<file path="config.mk">
export PLATFORM = sky130hd
export DESIGN_NAME = anspwm_combine_pwm
export DESIGN_NICKNAME = d
export VERILOG_FILES = /design/src/rtl/anspwm_pkg.sv /design/src/rtl/anspwm_combine_pwm_counter.sv /design/src/rtl/anspwm_combine_pwm.sv
export SDC_FILE = /design/constraint.sdc
export NUM_CORES = 1
export LEC_CHECK = 0
export ABC_AREA = 0
export BUFFER_PORTS_ARGS = -buffer_cell sky130_fd_sc_hd__buf_4
export CAP_MARGIN = 25
export CORE_ASPECT_RATIO = 1.75
export CORE_MARGIN = 3
export CORE_UTILIZATION = 40
export DETAILED_ROUTE_END_ITERATION = 8
export GPL_TIMING_DRIVEN = 0
export PLACE_DENSITY = 0.6
export SYNTH_ARGS = -nofsm -noshare
export SYNTH_HDL_FRONTEND = slang
export SYNTH_SLANG_ARGS = --single-unit
</file>
<file path="constraint.sdc">
create_clock -name clk -period 4.8 [get_ports clk]
set_input_delay 1.2 -clock clk [delete_from_list [all_inputs] [get_ports clk]]
set_output_delay 1.2 -clock clk [all_outputs]
set_load 0.05 [all_outputs]
</file>
<file path="src/rtl/anspwm_pkg.sv">
// Shared types and helpers for the ANS-PWM combine stage.
package anspwm_pkg;

  localparam int unsigned DW = 16;

  // Sign-magnitude stage output; sgn=1 means negative.
  typedef struct packed {
    logic          sgn;
    logic [DW-1:0] mag;
  } sm_t;

  // Width of the signed sum of n terms, each DW+1 bits signed.
  function automatic int unsigned sum_width(input int unsigned dw, input int unsigned n);
    return dw + 1 + $clog2(n);
  endfunction

  // Sign-magnitude to two's complement; negative zero maps to zero.
  function automatic logic signed [DW:0] sm_to_signed(input sm_t x);
    logic signed [DW:0] m;
    m = signed'({1'b0, x.mag});
    return x.sgn ? -m : m;
  endfunction

  // Clamp a signed sum into 0 .. 2**pbits-1.
  function automatic logic [15:0] clamp_duty(input logic signed [31:0] s,
                                             input int unsigned pbits);
    logic signed [31:0] maxv;
    maxv = (32'sd1 <<< pbits) - 32'sd1;
    if (s < 32'sd0)       return 16'h0000;
    else if (s > maxv)    return maxv[15:0];
    else                  return s[15:0];
  endfunction

  // True when clamp_duty would alter the sum.
  function automatic logic duty_clamped(input logic signed [31:0] s,
                                        input int unsigned pbits);
    logic signed [31:0] maxv;
    maxv = (32'sd1 <<< pbits) - 32'sd1;
    return (s < 32'sd0) || (s > maxv);
  endfunction

endpackage

</file>
<file path="src/rtl/anspwm_combine_pwm_counter.sv">
// Free-running PWM counter with double-buffered duty, bypass on wrap and overrun flag.
module anspwm_combine_pwm_counter #(
  parameter int unsigned PWM_BITS = 8
) (
  input  logic                clk,
  input  logic                rst,
  input  logic                wr_en,
  input  logic [PWM_BITS-1:0] wr_data,
  output logic [PWM_BITS-1:0] duty,
  output logic                pwm_out,
  output logic                period_start,
  output logic                overrun
);
  import anspwm_pkg::*;

  localparam logic [PWM_BITS-1:0] CNT_MAX = '1;

  logic [PWM_BITS-1:0] cnt_q;
  logic [PWM_BITS-1:0] pend_q;
  logic                pend_flag_q;
  logic                wrap_c;

  assign wrap_c = (cnt_q == CNT_MAX);

  // Counter, duty load at wrap, pending buffer and registered pin outputs.
  always_ff @(posedge clk) begin
    if (rst) begin
      cnt_q        <= '0;
      pend_q       <= '0;
      pend_flag_q  <= 1'b0;
      duty         <= '0;
      pwm_out      <= 1'b0;
      period_start <= 1'b0;
      overrun      <= 1'b0;
    end else begin
      cnt_q        <= cnt_q + PWM_BITS'(1);
      pwm_out      <= (cnt_q < duty);
      period_start <= (cnt_q == '0);
      overrun      <= wr_en & pend_flag_q & ~wrap_c;
      if (wrap_c) begin
        // A write landing on the wrap edge goes straight to duty.
        if (wr_en) begin
          duty <= wr_data;
        end else if (pend_flag_q) begin
          duty <= pend_q;
        end
        pend_flag_q <= 1'b0;
      end else if (wr_en) begin
        pend_q      <= wr_data;
        pend_flag_q <= 1'b1;
      end
    end
  end

endmodule

</file>
<file path="src/rtl/anspwm_combine_pwm.sv">
// ANS-PWM combine stage: sums signed stage corrections, clamps to duty range,
// and drives a double-buffered PWM. Define ANSPWM_SATCNT_EN to build sat_count.
module anspwm_combine_pwm #(
  parameter int unsigned NSTAGES  = 3,
  parameter int unsigned DW       = 16,
  parameter int unsigned PWM_BITS = 8
) (
  input  logic                   clk,
  input  logic                   rst,
  input  logic                   in_valid,
  input  logic [NSTAGES*DW-1:0]  c_mag,
  input  logic [NSTAGES-1:0]     c_sgn,
  output logic [PWM_BITS-1:0]    duty,
  output logic                   pwm_out,
  output logic                   period_start,
  output logic                   sat,
  output logic                   overrun,
  output logic [15:0]            sat_count
);
  import anspwm_pkg::*;

  // Stage magnitudes are zero-extended into the shared sm_t (DW <= package width).
  localparam int unsigned PDW = anspwm_pkg::DW;
  localparam int unsigned TW  = DW + 1;
  localparam int unsigned SW  = sum_width(DW, NSTAGES);

  logic signed [TW-1:0] term_c [NSTAGES];
  logic signed [TW-1:0] term_q [NSTAGES];
  logic                 v1_q;
  logic signed [SW-1:0] sum_c;
  logic [PWM_BITS-1:0]  wr_data_c;
  logic                 clamp_c;

  // Sign-magnitude to signed conversion of every stage.
  always_comb begin
    for (int k = 0; k < NSTAGES; k++) begin
      term_c[k] = TW'(sm_to_signed({c_sgn[k], PDW'(c_mag[k*DW +: DW])}));
    end
  end

  // P1: register converted terms and valid.
  always_ff @(posedge clk) begin
    if (rst) begin
      v1_q <= 1'b0;
      for (int k = 0; k < NSTAGES; k++) term_q[k] <= '0;
    end else begin
      v1_q <= in_valid;
      for (int k = 0; k < NSTAGES; k++) term_q[k] <= term_c[k];
    end
  end

  // P2 combinational: signed sum and clamp into the duty range.
  always_comb begin
    sum_c = '0;
    for (int k = 0; k < NSTAGES; k++) begin
      sum_c = sum_c + SW'(term_q[k]);
    end
    wr_data_c = PWM_BITS'(clamp_duty(32'(sum_c), PWM_BITS));
    clamp_c   = duty_clamped(32'(sum_c), PWM_BITS);
  end

  // P2 register: saturation pulse, aligned with the pending write.
  always_ff @(posedge clk) begin
    if (rst) sat <= 1'b0;
    else     sat <= v1_q & clamp_c;
  end

  anspwm_combine_pwm_counter #(
    .PWM_BITS (PWM_BITS)
  ) u_counter (
    .clk          (clk),
    .rst          (rst),
    .wr_en        (v1_q),
    .wr_data      (wr_data_c),
    .duty         (duty),
    .pwm_out      (pwm_out),
    .period_start (period_start),
    .overrun      (overrun)
  );

`ifdef ANSPWM_SATCNT_EN
  // Saturating count of sat pulses.
  always_ff @(posedge clk) begin
    if (rst)                            sat_count <= 16'h0000;
    else if (sat && sat_count != 16'hFFFF) sat_count <= sat_count + 16'h0001;
  end
`else
  assign sat_count = 16'h0000;
`endif

endmodule

</file>
==> results of run 1 <==
==> stage by stage <==
step	std cells	instance area, um^2	worst slack [ns]	hold WS [ns]
finish	837	6070	0.990	0.456
global route	837	6070	0.742	0.478
CTS	837	6070	0.973	0.460
detailed placement	821	5800	0.981	0.444
global placement	821	5800	1.07	0.441
floorplan	591	5110	1.47	0.426
==> layer usage <==
metal | part of all wire (%) | routed length [um]
met1 | 36 | 4540
met2 | 56 | 7130
met3 | 4.0 | 511
met4 | 4.3 | 552
met5 | 0 | 0
==> critical path, stage by stage (launching register included) <==
cell and delay [ns]:
dfxtp_1 0.31, inv_1 0.05, fa_1 0.52, inv_1 0.04, ha_1 0.22, fa_1 0.44, a211oi_2 0.29, o21ai_2 0.14
a31oi_1 0.26, o21ai_0 0.19, o21ba_1 0.23, o311ai_4 0.34, nor3b_4 0.45, a311oi_1 0.16
==> cell type report <==
type                    count  area share [%]
multi-input cells         443            51.8
flip-flops and latches     81            26.7
repair buffers             65            8.04
clock buffers              12            3.90
plain buffers              32            3.46
well taps                 165            3.40
inverters                  35            2.17
clock inverters             4           0.495
==> kinds of logic after synthesis <==
logic type                 Yosys count
AOI/OAI and AO/OA                  112
muxes                                5
DFF                                 81
and+or+nand+nor                    205
other                                1
adders and majority gates           47
xor gates and xnor gates            58
buffers and inverters               67
==> state kept, by name, indices dropped and copies added (netlist names) <==
register,cells
u_counter.duty,8
u_counter.pwm_out,1
u_counter.period_start,1
u_counter.pend_flag_q,1
sat,1
u_counter.pend_q,8
term_q,51
u_counter.cnt_q,8
u_counter.overrun,1
v1_q,1
==> where the power goes <==
| part | switching (mW) | total, mW | internal [mW] | leakage [nW] |
|---|---|---|---|---|
| Clock | 0.264 | 0.615 | 0.351 | 0.127 |
| Sequential | 0.0248 | 0.744 | 0.720 | 0.670 |
| Combinational | 0.362 | 0.622 | 0.260 | 1.90 |
==> Yosys cell counts, types with 10 or more instances <==
cell type,number
dfxtp_1,81
nor2_1,78
and3_1,10
buf_4,17
o21ai_0,26
ha_1,29
clkbuf_1,10
fa_1,18
a21o_1,12
xnor2_1,13
o31ai_1,14
xor2_1,45
nor3_1,11
inv_1,35
a21oi_1,18
nand2_1,47
==> final timing paths <==
check                                         from                               end  slack (ns)  depth (start not counted)
setup / recovery           term_q[0][1]$_SDFF_PP0_    u_counter.duty[0]$_SDFFE_PP0P_        0.99                         13
hold / removal    u_counter.pend_q[2]$_SDFFE_PP0P_  u_counter.pend_q[2]$_SDFFE_PP0P_        0.46                          2
setup reg to reg           term_q[0][1]$_SDFF_PP0_    u_counter.duty[0]$_SDFFE_PP0P_        0.99                         13
hold reg to reg   u_counter.pend_q[2]$_SDFFE_PP0P_  u_counter.pend_q[2]$_SDFFE_PP0P_        0.46                          2
==> reports/qor.csv, run 1 <==
metric,value,unit
dieArea,0.0141,mm^2
hold_path_class,reg2reg,
skew,0.00816,ns
synth_xor_xnor_area_share,10.1,%
synth_area_per_cell,8.77,um^2
synth_top_area_share,32.1,%
ys_types,65,
total_power,1.98,mW
p_leak,2.70,nW
utilization,49.7,%
h-tree-depth,3,
worst_ep_arrival_time,4.00,ns
totalWireLength,12700,um
synth_simple_gate_area_share,19.7,%
drt_pass1_iterations,4,
diodes,0,
synth_cells,576,
async_flop_share,0,%
drv_slew,0,
mostFrequentLayoutCells,"82 x buf_4, 81 x dfxtp_1, 78 x nor2_1, 47 x nand2_1, 45 x xor2_1",
path_clk_slew,0.06,ns
synthMuxAreaShare,1.07,%
drtAntennaViolNets,0,
area_growth_syn_to_layout,20.1,%
worst-path-max-fanout,9,
ys_ff_latch,81,
outcome,"complete, no violations",
cts_setup_buffers,0,
grt.busiest_layer,met2,
grt_overflow,0,
ir_drop,147,uV
cp.required,4.99,ns
dp_hpwl,10900,um
vias,4178,
synth_compound_area_share,15.9,%
synth_ff_type,dfxtp_1,
syn-cell-area,0.00505,mm^2
synth_area_leaders,"dfxtp_1 32%, xor2_1 7.8%, ha_1 7.2%, fa_1 7.1%, nor2_1 5.8%",
seqCellArea,0.00162,mm^2
cts_hold_buf,0,
pin_count,82,
synth_fa_ha_area_share,14.3,%
setup.worst_path.end_class,flop,
fin_crit_sh,79.4,%
initial_core_util,41.4,%
grt_first_pass_wirelength,20800,um
cts_resized,0,
slew-limit-headroom,56.7,%
pwr_density_cell,327,mW/mm^2
die_w,90.9,um
grt_usage,18.6,%
critPathKind,reg2reg,
rows,53,
nets,768,
multi_input_area,0.00314,mm^2
die_h,155,um
port_buffers,65,
first_global_vias,4380,
finalSetupTns,0,ns
cts_buffer_depth,2,
clock_sinks,81,
nFillCells,1249,
grt_util_met2,36.4,%
cts_tree,built,
cts_made_buffers,9,
setup_viol_count_final,0,
cts_root_buffer,clkbuf_16,
globalplace.congestion,0.865,
max_freq,262,MHz
layout_commonest_cell,buf_4,
finalHoldViolCount,0,
use_met3,2.97,%
clkLatencyLatePin,0.34,ns
ys_warn_count,0,
synth_top_family_by_area,simple AND/OR/NAND/NOR gates,
cap_viol_max_count,0,
grt_setup_unrepaired,no,
grtUsageMet1,18.2,%
coreArea,0.0122,mm^2
synth-edff-count,0,
wl_per_cell,15.2,um
fin_crit,3.81,ns
cp-start-kind,flop,
antenna_found_initial,0,
yosysTopAreaCell,dfxtp_1,
drc_errors,0,
layout-drive-gt1-share,17.9,%
worstMarginPinSlew,0.648,ns
via_per_inst,4.99,
yosysSeqAreaShare,32.1,%
grt_max_degree,14,
drt_iter0_drc,128,
Note: power is estimated with default switching activity, not from simulation.
==> run 2, diff against run 1 <==
PLACE_DENSITY = 0.62   (was 0.6)
clock period = 3.1 ns   (was 4.8 ns; I/O delays follow)
==> reports/qor.csv, run 2 (same netlist as run 1, synthesis figures left out) <==
metric,value,unit
outcome,"finished, violations left",
violations,negative setup slack,
finalHoldViolCount,0,
dp_hpwl,10600,um
drv_slew,0,
vias,4231,
globalplace.congestion,0.884,
met1_length,4470,um
path_clk_slew,0.06,ns
worst-path-max-fanout,6,
cp.required,3.30,ns
met2_length,7060,um
antenna_found_initial,0,
reg2regPathDepth,14,
totalWireLength,12600,um
pre_cts_slack,-0.512,ns
slew-limit-headroom,59.7,%
cp_slowest_cell,fa_1,
setup_viol_count_final,17,
pin_count,82,
drt_pass1_iterations,4,
first_global_vias,4339,
die_w,90.9,um
layout-drive-gt1-share,24.7,%
dpl_cell_area,0.00581,mm^2
path_buf_inv,3,
diodes,0,
worst_slack,-0.145,ns
largest_register_ffs,51,
hp-start,u_counter.pend_q[1]$_SDFFE_PP0P_,
cts_buffer_depth,2,
regMostFlops,term_q,
ff2ff_setup_slack,-0.14,ns
hold_depth,2,
worst_hold_slack,0.456,ns
grt_max_degree,15,
initial_core_util,41.4,%
setup.worst_path.end_class,flop,
regToRegStartpoint,term_q[0][1]$_SDFF_PP0_,
cts_tree,built,
fin_crit,3.24,ns
pwr_density_cell,525,mW/mm^2
clock_sinks,81,
critPathTopFamily,compound AO/OA/AOI/OAI gates,
wl_met3,472,um
dieArea,0.0141,mm^2
port_buffers,65,
skew,0.00851,ns
nFillCells,1196,
nets,783,
fin_crit_sh,105,%
drt_iter0_drc,147,
grt_usage,18.2,%
worst_ep_arrival_time,3.45,ns
crit_path_max_incr_delay,0.52,ns
grt_first_pass_wirelength,20400,um
seqCellArea,0.00163,mm^2
worstMarginPinSlew,0.605,ns
finalSetupTns,-1.60,ns
area_growth_syn_to_layout,27.7,%
multi_input_area,0.00333,mm^2
grt_overflow,0,
cts_root_buffer,clkbuf_16,
drc_errors,0,
h-tree-depth,3,
clkLatencyLatePin,0.34,ns
wl_per_cell,14.7,um
rows,53,
hold_path_class,reg2reg,
utilization,52.8,%
critPathMostFrequentCell,o21ai_2,
holdPathEnd,u_counter.pend_q[1]$_SDFFE_PP0P_,
critPathKind,reg2reg,
die_h,155,um
coreArea,0.0122,mm^2
via_per_inst,4.97,
cts_made_buffers,9,
crit_chain,inv_2 -> fa_1 -> inv_1 -> ha_2 -> fa_2 -> a211oi_2 -> o21ai_2 -> a31oi_4 -> o21ai_2 -> o21ba_4 -> o311ai_4 -> nor3b_4 -> buf_6 -> a311oi_1,
max_freq,308,MHz
cap_viol_max_count,0,
drtAntennaViolNets,0,
top_layer_used,met4,
grt_setup_unrepaired,yes,
p_leak,2.83,nW
r2r-end,u_counter.duty[4]$_SDFFE_PP0P_,
ir_drop,253,uV
cp-start-kind,flop,
stdcell_area,0.00645,mm^2
layout_commonest_cell,buf_4,
mostFrequentLayoutCells,"93 x buf_4, 78 x dfxtp_1, 75 x nor2_1, 46 x nand2_1, 44 x xor2_1",
## run 2: cell types whose count changed in the layout (fill, tap and decap cells not counted), sizes merged
cell and delta:
buf +15, clkinvlp -1, inv +2, bufinv +1, clkinv -2
## run 2: per-stage QoR
step | total power [mW] | std cells
after floorplan | 1.87 | 591
after global placement | 2.12 | 821
after detailed placement | 2.14 | 821
after CTS | 3.29 | 845
after global routing | 3.57 | 852
final | 3.39 | 852
## run 2: worst max-delay path by stage
stage          slack [ns]  depth (start not counted)                              to               startpoint
2_1_floorplan       -0.11                         13  u_counter.duty[0]$_SDFFE_PP0P_  term_q[0][1]$_SDFF_PP0_
5_1_grt             -0.28                         15  u_counter.duty[4]$_SDFFE_PP0P_  term_q[0][1]$_SDFF_PP0_
4_1_cts             -0.22                         14  u_counter.duty[3]$_SDFFE_PP0P_  term_q[0][1]$_SDFF_PP0_
3_5_place_dp        -0.51                         13  u_counter.duty[4]$_SDFFE_PP0P_  term_q[0][1]$_SDFF_PP0_
6_report            -0.14                         14  u_counter.duty[4]$_SDFFE_PP0P_  term_q[0][1]$_SDFF_PP0_
3_3_place_gp        -0.47                         13  u_counter.duty[0]$_SDFFE_PP0P_  term_q[0][1]$_SDFF_PP0_
## run 2: worst register-to-register path, cell delays in order, from the launching register on
cell and delay [ns]:
dfxtp_2 0.32, inv_2 0.03, fa_1 0.52, inv_1 0.04, ha_2 0.19, fa_2 0.34
a211oi_2 0.23, o21ai_2 0.15, a31oi_4 0.20, o21ai_2 0.09, o21ba_4 0.20, o311ai_4 0.28
nor3b_4 0.28, buf_6 0.15, a311oi_1 0.08
## run 2: what timing repair did
| action | CTS | global route |
|---|---|---|
| endpoints found under the setup margin | 17 | 17 |
| hold buffers | 0 | 0 |
| pin swaps | 7 | 10 |
| hold endpoints to repair | 0 | 0 |
| resized for setup | 13 | 35 |
| buffers inserted | 8 | 7 |
## run 2: cell type report
cell class                      instances  area share [%]
Clock buffer                           12            4.13
Timing Repair Buffer                   80            9.61
Buffer                                 32            3.30
Sequential cell                        81            25.2
Tap cell                              165            3.20
Clock inverter                          4           0.873
Multi-Input combinational cell        443            51.6
Inverter                               35            2.04
## run 2: power breakdown
group	leakage, nW	internal (mW)	switching [mW]
Sequential	0.670	1.11	0.0382
Combinational	2.00	0.490	0.628
Clock	0.160	0.696	0.419
## run 2: routing by layer
layer  vias up  GRT usage, %
met5         -             0
met4         0          9.14
met3        27          2.77
met2       109          36.4
met1      1948          17.3
li1       2147             -
==> run 3, diff against run 2 <==
ABC_CLOCK_PERIOD_IN_PS = 3100   (was unset)
CORE_MARGIN = 4   (was 3)
RECOVER_POWER = 50   (was unset)
==> reports/qor.csv, run 3 (same netlist as run 1, synthesis figures left out) <==
metric,value,unit
outcome,"finished, violations left",
violations,negative setup slack,
drc_errors,0,
first_global_vias,4408,
grt_setup_unrepaired,yes,
slew-limit-headroom,59.0,%
nets,778,
drv_slew,0,
cts_root_buffer,clkbuf_16,
drt_iter0_drc,137,
antenna_found_initial,0,
grt_usage,18.3,%
drt_pass1_iterations,5,
finalHoldViolCount,0,
globalplace.congestion,0.843,
die_w,92.9,um
grt_first_pass_wirelength,20700,um
worst_ep_arrival_time,3.58,ns
reg2regPathDepth,15,
setup_viol_count_final,17,
grt_max_degree,16,
dieArea,0.0146,mm^2
clkLatencyLatePin,0.34,ns
cp_slowest_cell,fa_1,
cts_buffer_depth,2,
cap_viol_max_count,0,
die_h,157,um
grt_overflow,0,
hold_path_class,reg2reg,
h-tree-depth,3,
regToRegStartpoint,term_q[0][35]$_SDFF_PP0_,
largest_register_ffs,51,
dpl_cell_area,0.00581,mm^2
cts_tree,built,
diodes,0,
ir_drop,231,uV
critPathKind,reg2reg,
worst-path-max-fanout,6,
worst_slack,-0.280,ns
p_leak,2.76,nW
pin_count,82,
cp.required,3.30,ns
fin_crit_sh,109,%
port_buffers,65,
layout-drive-gt1-share,21.0,%
critPathMostFrequentCell,buf_6,
mostFrequentLayoutCells,"83 x buf_4, 80 x dfxtp_1, 77 x nor2_1, 46 x nand2_1, 45 x xor2_1",
skew,0.00752,ns
initial_core_util,40.6,%
totalWireLength,12900,um
crit_path_max_incr_delay,0.53,ns
path_clk_slew,0.07,ns
utilization,50.4,%
pre_cts_slack,-0.589,ns
area_growth_syn_to_layout,24.1,%
wl_per_cell,15.1,um
crit_chain,inv_2 -> fa_1 -> inv_1 -> ha_2 -> fa_2 -> a211oi_2 -> o21ai_2 -> a31oi_2 -> xnor2_1 -> nor4_1 -> nand4_1 -> buf_6 -> nor3b_4 -> buf_6 -> a311oi_1,
dp_hpwl,10900,um
cts_made_buffers,9,
via_per_inst,4.96,
max_freq,296,MHz
stdcell_area,0.00626,mm^2
timing.critical_path.from,term_q[0][35]$_SDFF_PP0_,
ff2ff_setup_slack,-0.28,ns
cp-start-kind,flop,
worstMarginPinSlew,0.615,ns
vias,4218,
total_power,3.21,mW
rows,54,
endpoint,u_counter.duty[1]$_SDFFE_PP0P_,
setup.worst_path.end_class,flop,
clock_sinks,81,
pwr_density_cell,512,mW/mm^2
finalSetupTns,-4.22,ns
nFillCells,1256,
drtAntennaViolNets,0,
r2r-end,u_counter.duty[1]$_SDFFE_PP0P_,
fin_crit,3.38,ns
layout_commonest_cell,buf_4,
regMostFlops,term_q,
coreArea,0.0124,mm^2
run 3: cell types whose count changed in the layout (fill, tap and decap cells not counted), sizes merged:
| cell | previous run | this run |
|---|---|---|
| inv | 37 | 38 |
| clkbuf | 23 | 27 |
| buf | 101 | 90 |
| clkinvlp | 0 | 2 |
| bufinv | 1 | 0 |
run 3: how the worst min path moves through the flow:
stage,slack (ns),end,cells past startpoint,startpoint
finish,0.46,u_counter.overrun$_SDFF_PP0_,1,u_counter.pend_flag_q$_SDFFE_PP0P_
global route,0.49,u_counter.pend_q[0]$_SDFFE_PP0P_,2,u_counter.pend_q[0]$_SDFFE_PP0P_
CTS,0.46,u_counter.overrun$_SDFF_PP0_,1,u_counter.pend_flag_q$_SDFFE_PP0P_
detailed placement,0.44,u_counter.overrun$_SDFF_PP0_,1,u_counter.pend_flag_q$_SDFFE_PP0P_
global placement,0.44,u_counter.pend_q[2]$_SDFFE_PP0P_,2,u_counter.pend_q[2]$_SDFFE_PP0P_
floorplan,0.43,u_counter.pend_q[2]$_SDFFE_PP0P_,2,u_counter.pend_q[2]$_SDFFE_PP0P_
run 3: per-stage QoR:
| step | instances | hold slack, ns |
|---|---|---|
| 3_3_place_gp | 824 | 0.444 |
| 4_1_cts | 848 | 0.458 |
| 3_5_place_dp | 824 | 0.443 |
| 2_1_floorplan | 591 | 0.426 |
| 6_report | 850 | 0.465 |
| 5_1_grt | 850 | 0.493 |
run 3: cell type report:
| cell class | count | area (um^2) | share of cell area [%] |
|---|---|---|---|
| buffer | 32 | 193 | 3.08 |
| tap | 168 | 210 | 3.36 |
| sequential | 81 | 1620 | 25.9 |
| inverter | 35 | 131 | 2.10 |
| clock buffer | 10 | 239 | 3.81 |
| timing repair buffer | 75 | 568 | 9.07 |
| multi-input combinational | 443 | 3250 | 51.9 |
| clock inverter | 6 | 48.8 | 0.779 |
run 3: power breakdown:
group | total (mW) | internal (mW) | switching [mW]
Sequential | 1.15 | 1.11 | 0.0377
Clock | 1.01 | 0.574 | 0.436
Combinational | 1.04 | 0.445 | 0.600
run 3: metal layers:
metal,GRT usage (%),part of all wire (%)
met1,16.9,36
met4,7.97,3.2
met3,2.98,3.4
met2,37.6,58
met5,0,0
run 3: critical path, delay by kind of cell (launching register included):
family	cells	cell delay [ns]
AO/OA/AOI/OAI	4	0.71
adder cells (fa/ha/maj)	3	1.07
buffers and inverters	4	0.38
flip-flops	1	0.32
AND/OR/NAND/NOR	3	0.66
XOR/XNOR	1	0.10
run 3: repair_timing:
item / 4_1_cts / 5_1_grt
hold buffers: 0 / 0
buffers inserted: 8 / 2
setup endpoints to repair: 17 / 17
gates resized for setup: 17 / 9
pin swaps: 13 / 15
